==> config.mk <==
export PLATFORM = sky130hd
export DESIGN_NAME = rr_dec_arbiter
export DESIGN_NICKNAME = d
export VERILOG_FILES = /design/src/rtl/rr_dec_arbiter.sv
export SDC_FILE = /design/constraint.sdc
export NUM_CORES = 1
export LEC_CHECK = 0
export ABC_AREA = 1
export CAP_MARGIN = 30
export CORE_ASPECT_RATIO = 1.25
export CORE_UTILIZATION = 25
export CTS_CLUSTER_DIAMETER = 50
export DETAILED_ROUTE_END_ITERATION = 10
export HOLD_SLACK_MARGIN = 0.05
export PLACE_DENSITY_LB_ADDON = 0.1
export SYNTH_ARGS = -nofsm -noshare
export SYNTH_HDL_FRONTEND = slang
export SYNTH_SLANG_ARGS = --single-unit
==> constraint.sdc <==
create_clock -name clk -period 9.06 [get_ports clk]
set_clock_uncertainty 0.2 [all_clocks]
set_input_delay 2.265 -clock clk [delete_from_list [all_inputs] [get_ports clk]]
set_output_delay 2.265 -clock clk [all_outputs]
set_load 0.01 [all_outputs]
==> src/rtl/rr_dec_arbiter.sv <==
// Round-robin arbiter that time-shares a 4-to-16 enable decoder among 16 requesters.
// Drives the decoder select/enable plus a matching registered one-hot grant, with a hold limit.
module rr_dec_arbiter #(
  parameter int MAX_HOLD = 8,
  parameter int CW       = 8
) (
  input  logic        clk,
  input  logic        rst_n,
  input  logic [15:0] req,
  input  logic        done,
  output logic [3:0]  W,
  output logic        En,
  output logic [0:15] gnt,
  output logic        busy,
  output logic        timeout,
  output logic [1:0]  state_dbg
);

  localparam logic [1:0] IDLE  = 2'd0;
  localparam logic [1:0] GRANT = 2'd1;

  // Handshake: req[i] is a level request; the owner may end its grant early with a
  // one-cycle done pulse. done is only looked at while a grant is active.

  logic [1:0]    state;
  logic [3:0]    ptr;
  logic [CW-1:0] cnt;

  logic [31:0]   req_dbl;
  logic [15:0]   req_rot;
  logic [3:0]    pick_off;
  logic [3:0]    pick;
  logic          pick_vld;

  logic          owner_req;
  logic          at_max;
  logic          release_now;
  logic          timeout_cause;

  function automatic logic [0:15] one_hot(input logic [3:0] idx);
    logic [0:15] v;
    for (int i = 0; i < 16; i++) begin
      v[i] = (idx == 4'(i));
    end
    return v;
  endfunction

  // Rotate so bit 0 of req_rot is slot ptr; the lowest set bit is the winner.
  always_comb begin
    req_dbl  = {req, req} >> ptr;
    req_rot  = req_dbl[15:0];
    pick_vld = 1'b0;
    pick_off = 4'd0;
    for (int k = 15; k >= 0; k--) begin
      if (req_rot[k]) begin
        pick_vld = 1'b1;
        pick_off = 4'(k);
      end
    end
    pick = ptr + pick_off;
  end

  always_comb begin
    owner_req     = req[W];
    at_max        = (cnt == CW'(MAX_HOLD - 1));
    release_now   = !owner_req || done || at_max;
    timeout_cause = at_max && owner_req && !done;
  end

  always_ff @(posedge clk or negedge rst_n) begin
    if (!rst_n) begin
      state   <= IDLE;
      W       <= 4'd0;
      En      <= 1'b0;
      gnt     <= '0;
      busy    <= 1'b0;
      timeout <= 1'b0;
      ptr     <= 4'd0;
      cnt     <= '0;
    end else begin
      timeout <= 1'b0;
      case (state)
        IDLE: begin
          if (pick_vld) begin
            W     <= pick;
            En    <= 1'b1;
            gnt   <= one_hot(pick);
            busy  <= 1'b1;
            cnt   <= '0;
            state <= GRANT;
          end
        end
        GRANT: begin
          if (release_now) begin
            // W is kept so the decoder select stays stable through the idle gap.
            En      <= 1'b0;
            gnt     <= '0;
            busy    <= 1'b0;
            ptr     <= W + 4'd1;
            timeout <= timeout_cause;
            state   <= IDLE;
          end else begin
            cnt <= cnt + 1'b1;
          end
        end
        default: begin
          En    <= 1'b0;
          gnt   <= '0;
          busy  <= 1'b0;
          state <= IDLE;
        end
      endcase
    end
  end

  assign state_dbg = state;

endmodule
# Word-level counts from Yosys, hierarchy flattened

Index checks and enable logic that the tools add are counted.

Bits in registers: 36
Input bits: 19
Output and inout bits: 25
Word-level logic and storage cells: 93

$add $sub $neg: 3
$lt $le $gt $ge: 1
Eq/ne operators: 20
Shifts and indexed selects: 1
Mux-type cells: 48
Reductions and logical operators: 13

Operators by type and width:

| operator              | number |
|---|---|
| $mux W4               | 16 |
| $eq A4 B4 Y1 const B  | 8 |
| $mux W16              | 2 |
| $pmux W16 S2          | 1 |
| $shr A32 B4 Y16       | 1 |
| $mux W1               | 21 |
| $eq A4 B3 Y1 const B  | 4 |
| $mux W8               | 2 |
| $pmux W8 S2           | 1 |
| $add A8 B1 Y8 const B | 1 |
| $eq A4 B2 Y1 const B  | 2 |
| $eq A8 B3 Y1 const B  | 1 |
| $ne A2 B2 Y1 const B  | 3 |
| $reduce_and A2 Y1     | 3 |
| $lt A4 B5 Y1 const B  | 1 |
| $add A4 B1 Y4 const B | 1 |
| $add A4 B4 Y4         | 1 |
| $bmux W1 S4           | 1 |
| $eq A4 B1 Y1 const B  | 1 |
| $logic_not A4 Y1      | 1 |
| $mux W2               | 2 |
| $pmux W2 S2           | 1 |
| $reduce_and A3 Y1     | 1 |
| $eq A2 B1 Y1 const B  | 1 |
| 6 further kinds       | 9 |

# Longest topological paths before layout

Word-level depth: 21
Depth in mapped cells: 32
Depth with buffers taken out: 31

# Worst setup path after synthesis

OpenSTA, ideal clock, no wires.

Path type: in2reg
Start: in req[1]
End: reg gnt[11] (netlist name)
Setup time: 76 ps
Arrival: 4966 ps
Data required time: 8784 ps
Slack: 3817 ps
Cell stages on the path: 29
Path buffers: 0
Path through: nand2_1 > nand3_1 > nand2_1 > inv_1 > nand2_1 > nand2_1 > inv_1 > nand2_1 > o21ai_1 > nand2_1 > nand2_1 > nand2_1 > nand2_1 > nand2_1 > nand2_1 > nand2_1 > nand2_1 > nand2_1 > nand2_1 > nand2_1 > a21oi_1 > ha_1 > inv_1 > fa_1 > xor2_1 > inv_1 > nor2_4 > inv_2 > o21ai_1

Word-level cells in the longest chain between the ends: 21

Ends and longest elaborated chain:

| element                | RTL line | text |
|---|---|---|
| start, declared        | 9        | `input logic [15:0] req,` |
| $shr A32 B4 Y16        | 50       | `req_dbl = {req, req} >> ptr;` |
| $mux W4 (16 in series) | 55       | `if (req_rot[k]) begin` |
| $add A4 B4 Y4          | 60       | `pick = ptr + pick_off;` |
| $eq A4 B4 Y1           | 43       | `v[i] = (idx == 4'(i));` |
| $mux W16               | 84       | `if (pick_vld) begin` |
| $pmux W16 S2           | 82       | `case (state)` |
| end signal, assigned   | 87       | `gnt <= one_hot(pick);` |
| end, declared          | 13       | `output logic [0:15] gnt,` |

Parallel ways exist; a longest one is shown, timed or not. The select of a mux whose other input is x is not followed.
A chain may end at the register's enable or synchronous reset.

# Worst setup path in the final report

Start: in req[8]
End: reg gnt[9] (netlist name)

Same word-level chain as after synthesis.

==> impl_results.md <==
* Outcome: completed
* Worst Reg-to-Reg Cells at 28
* Synth Instances at between 400 and 500
* Yosys reg bits at 34
* Dpl hpwl at around 6500 µm
* RSZ-0062 raised after global routing: no
* Final hold violation count at 0
* CTS Hold Buffers Added at 0
* Clk Latency, worst-skew pair at approximately 0.28 ns
* Synth async-reset ratio at 100%
* Final Power at 1.59 mW
* Delay-heaviest family, CP: simple AND/OR/NAND/NOR gates
* FP Rows at 44
* Crit path DAT at about 6.1 ns
* Synth warn at 0
* Least-Margin Pin Slew at a little over 0.8 ns
* Post-synth EDFFs at 0
* Die W at 99.7 µm
* Crit path largest cell delay at around 0.6 ns
* Final Slew Violations at 0
* Root Buffer: clkbuf_16
* Most common cell after layout, fill and taps aside: nand2_1
* Slew margin rel. at between 40 and 50%
* DR top layer: met4
* Commonest cells after routing, fill and taps aside: nand2_1 (110), nand3_1 (72), clkdlybuf4s50_1 (42)
* Prevailing post-synth register cell: dfrtp_1
* Vias in the first global route at a little under 3,000
* Fillers at 1,292
* Period Utilization, post-route at 67.2%
* MaxCap Viol Count at 0
* H-tree depth at 2
* Mapped Avg Cell Area at 7.19 µm²
* Setup_tns at 0 ns
* Pre-Repair DR Iteration Count at 4
* Critical path startpoint category: input port
* Crit Path Max Fanout at 6
* WS Path Type: input port to flop
* CP endpoint kind: flop
* Routability Congestion at 0.792
* Synth cell types at slightly above 40
* Antenna cell count at 0
* Mapped Nets at 440
* Area delta synth->final at 21.1%
* Worst Hold Depth at 2
* Worst Hold End: gnt[12]$_DFFE_PN0P_
* Critical Path Source: req[8]
* Maximum vdd drop at 0.182 mV
* Ports at 44
* Die Span Y at 124 µm
* Reg clk slew, reported paths at 0.06 ns
* R2r setup slk at between 4 and 5 ns
* Share of layout cells above drive strength 1 at between 10% and 20%
* Dpl ws at around 2.7 ns
* Max Clk Rate at 164 MHz
* Global route overflow at 0
* Setup Buffers After CTS at 0
* Initial DRC Count at 137
* Wirelength per Cell at 13.7 µm
* Met2 WL at between 4000 and 5000 µm
* Antenna-violating nets left at 0
* Die area at 0.0124 mm²
* PwrDens at around 440 mW/mm²
* Sink Count at 34
* Initial core utilization at 25.7%
* Reg-to-reg startpoint: ptr[0]$_DFFE_PN0P_
* Initial antenna violation count at 0
* Static leakage at roughly 1.6 nW
* Met3 wire length at 221 µm
* CP max-delay cell: clkdlybuf4s50_1
* First-pass GRT wire length at around 14,000 µm
* CTS Buf Count at 5
* Nets at 472
* Final min period at 6.08 ns
* Worst path required time at roughly 9.1 ns
* Fin worst setup slack at 2.98 ns
* Vias at ~2,800
* Clk buf depth at 2
* Largest net degree at the start of global routing at 35
* Core Region at 0.0116 mm²
* Post-CTS sizing at 0
* Reg2reg end: gnt[9]$_DFFE_PN0P_
* Final setup viols at 0
* Seq/Total Area, Yosys at about 29%
* Worst hold path class: flop to flop
* DRC viols at 0
* Met1 WL at 3610 µm
* Worst path bufs/invs at 4
* Hold Startpoint: gnt[12]$_DFFE_PN0P_
* Port bufs at 42
* Post-Syn Area at ~0.0030 mm²
* Via density at 4.58
* Final WL at 8320 µm
* CTS tree: done
* Cell mode on critical path: nand2_1
* Gr usage total at 15.0%
[Yosys cell counts (all sizes together) (2+ instances only)]
cell	number	area, µm²
nor4	3	31.3
o22ai	2	12.5
o21ai	49	290
nand3	82	460
a21oi	4	23.8
ha	5	62.6
nor2	21	134
nand2	137	626
nand3b	2	15.0
inv	35	141
dfrtp	34	851
a31oi	2	12.5
buf	17	146
o31ai	2	15.0
clkbuf	2	7.51
nor3	2	10.0
xor2	8	70.1
[where the power goes]
part	internal, mW	switching [mW]
logic	0.395	0.744
clock network	0.109	0.0628
registers	0.196	0.0826
[state kept, by name, summed over array words and instances (netlist names)]
signal,flops
gnt,16
cnt,8
ptr,4
timeout,1
W,4
busy,1
[stage by stage]
step / cell area [µm²] / std cells / hold WS [ns] / util (%)
2_1_floorplan: 2980 / 415 / 0.291 / -
5_1_grt: 3610 / 609 / 0.300 / 31.1
4_1_cts: 3610 / 609 / 0.288 / 31.1
3_3_place_gp: 3470 / 601 / 0.274 / 29.8
6_report: 3610 / 609 / 0.280 / 31.1
3_5_place_dp: 3470 / 601 / 0.273 / 29.8
[metal layers]
metal | vias up | GRT usage (%)
li1 | 1440 | -
met1 | 1283 | 18.4
met2 | 50 | 26.4
met3 | 17 | 1.52
met4 | 0 | 6.89
met5 | - | 0
[cell type report]
class	instances	area, µm²	area share [%]
Clock buffer	7	143	3.95
Clock inverter	1	5.00	0.138
Inverter	35	141	3.91
Multi-Input combinational cell	327	1840	50.8
Sequential cell	34	851	23.5
Tap cell	161	201	5.57
Timing Repair Buffer	44	435	12.0
[logic make-up after synthesis]
family / count (synthesis) / share of synthesized area (%)
simple gates: 249 / 43.3
flops: 34 / 28.5
xor+xnor: 9 / 2.64
fa+ha+maj: 6 / 2.77
buf+inv: 54 / 9.90
compound gates: 62 / 12.8
other cells: 1 / 0.126
[worst max path at each step]
stage | end | slack, ns | cells after the start
2_1_floorplan | gnt[11]$_DFFE_PN0P_ | 3.82 | 29
3_3_place_gp | gnt[9]$_DFFE_PN0P_ | 2.80 | 29
3_5_place_dp | gnt[9]$_DFFE_PN0P_ | 2.65 | 29
4_1_cts | gnt[9]$_DFFE_PN0P_ | 2.93 | 29
5_1_grt | gnt[9]$_DFFE_PN0P_ | 2.38 | 29
6_report | gnt[9]$_DFFE_PN0P_ | 2.98 | 29
[worst reg2reg max path, delay by kind of cell (launching register included)]
kind | cells | cell delay [ns]
AOI/OAI and AO/OA | 2 | 0.28
xor gates and xnor gates | 1 | 0.57
adders and majority gates | 2 | 0.57
buffers and inverters | 4 | 0.62
DFF | 1 | 0.79
and+or+nand+nor | 19 | 1.56
No activity file was read; power rests on OpenSTA's default activity.
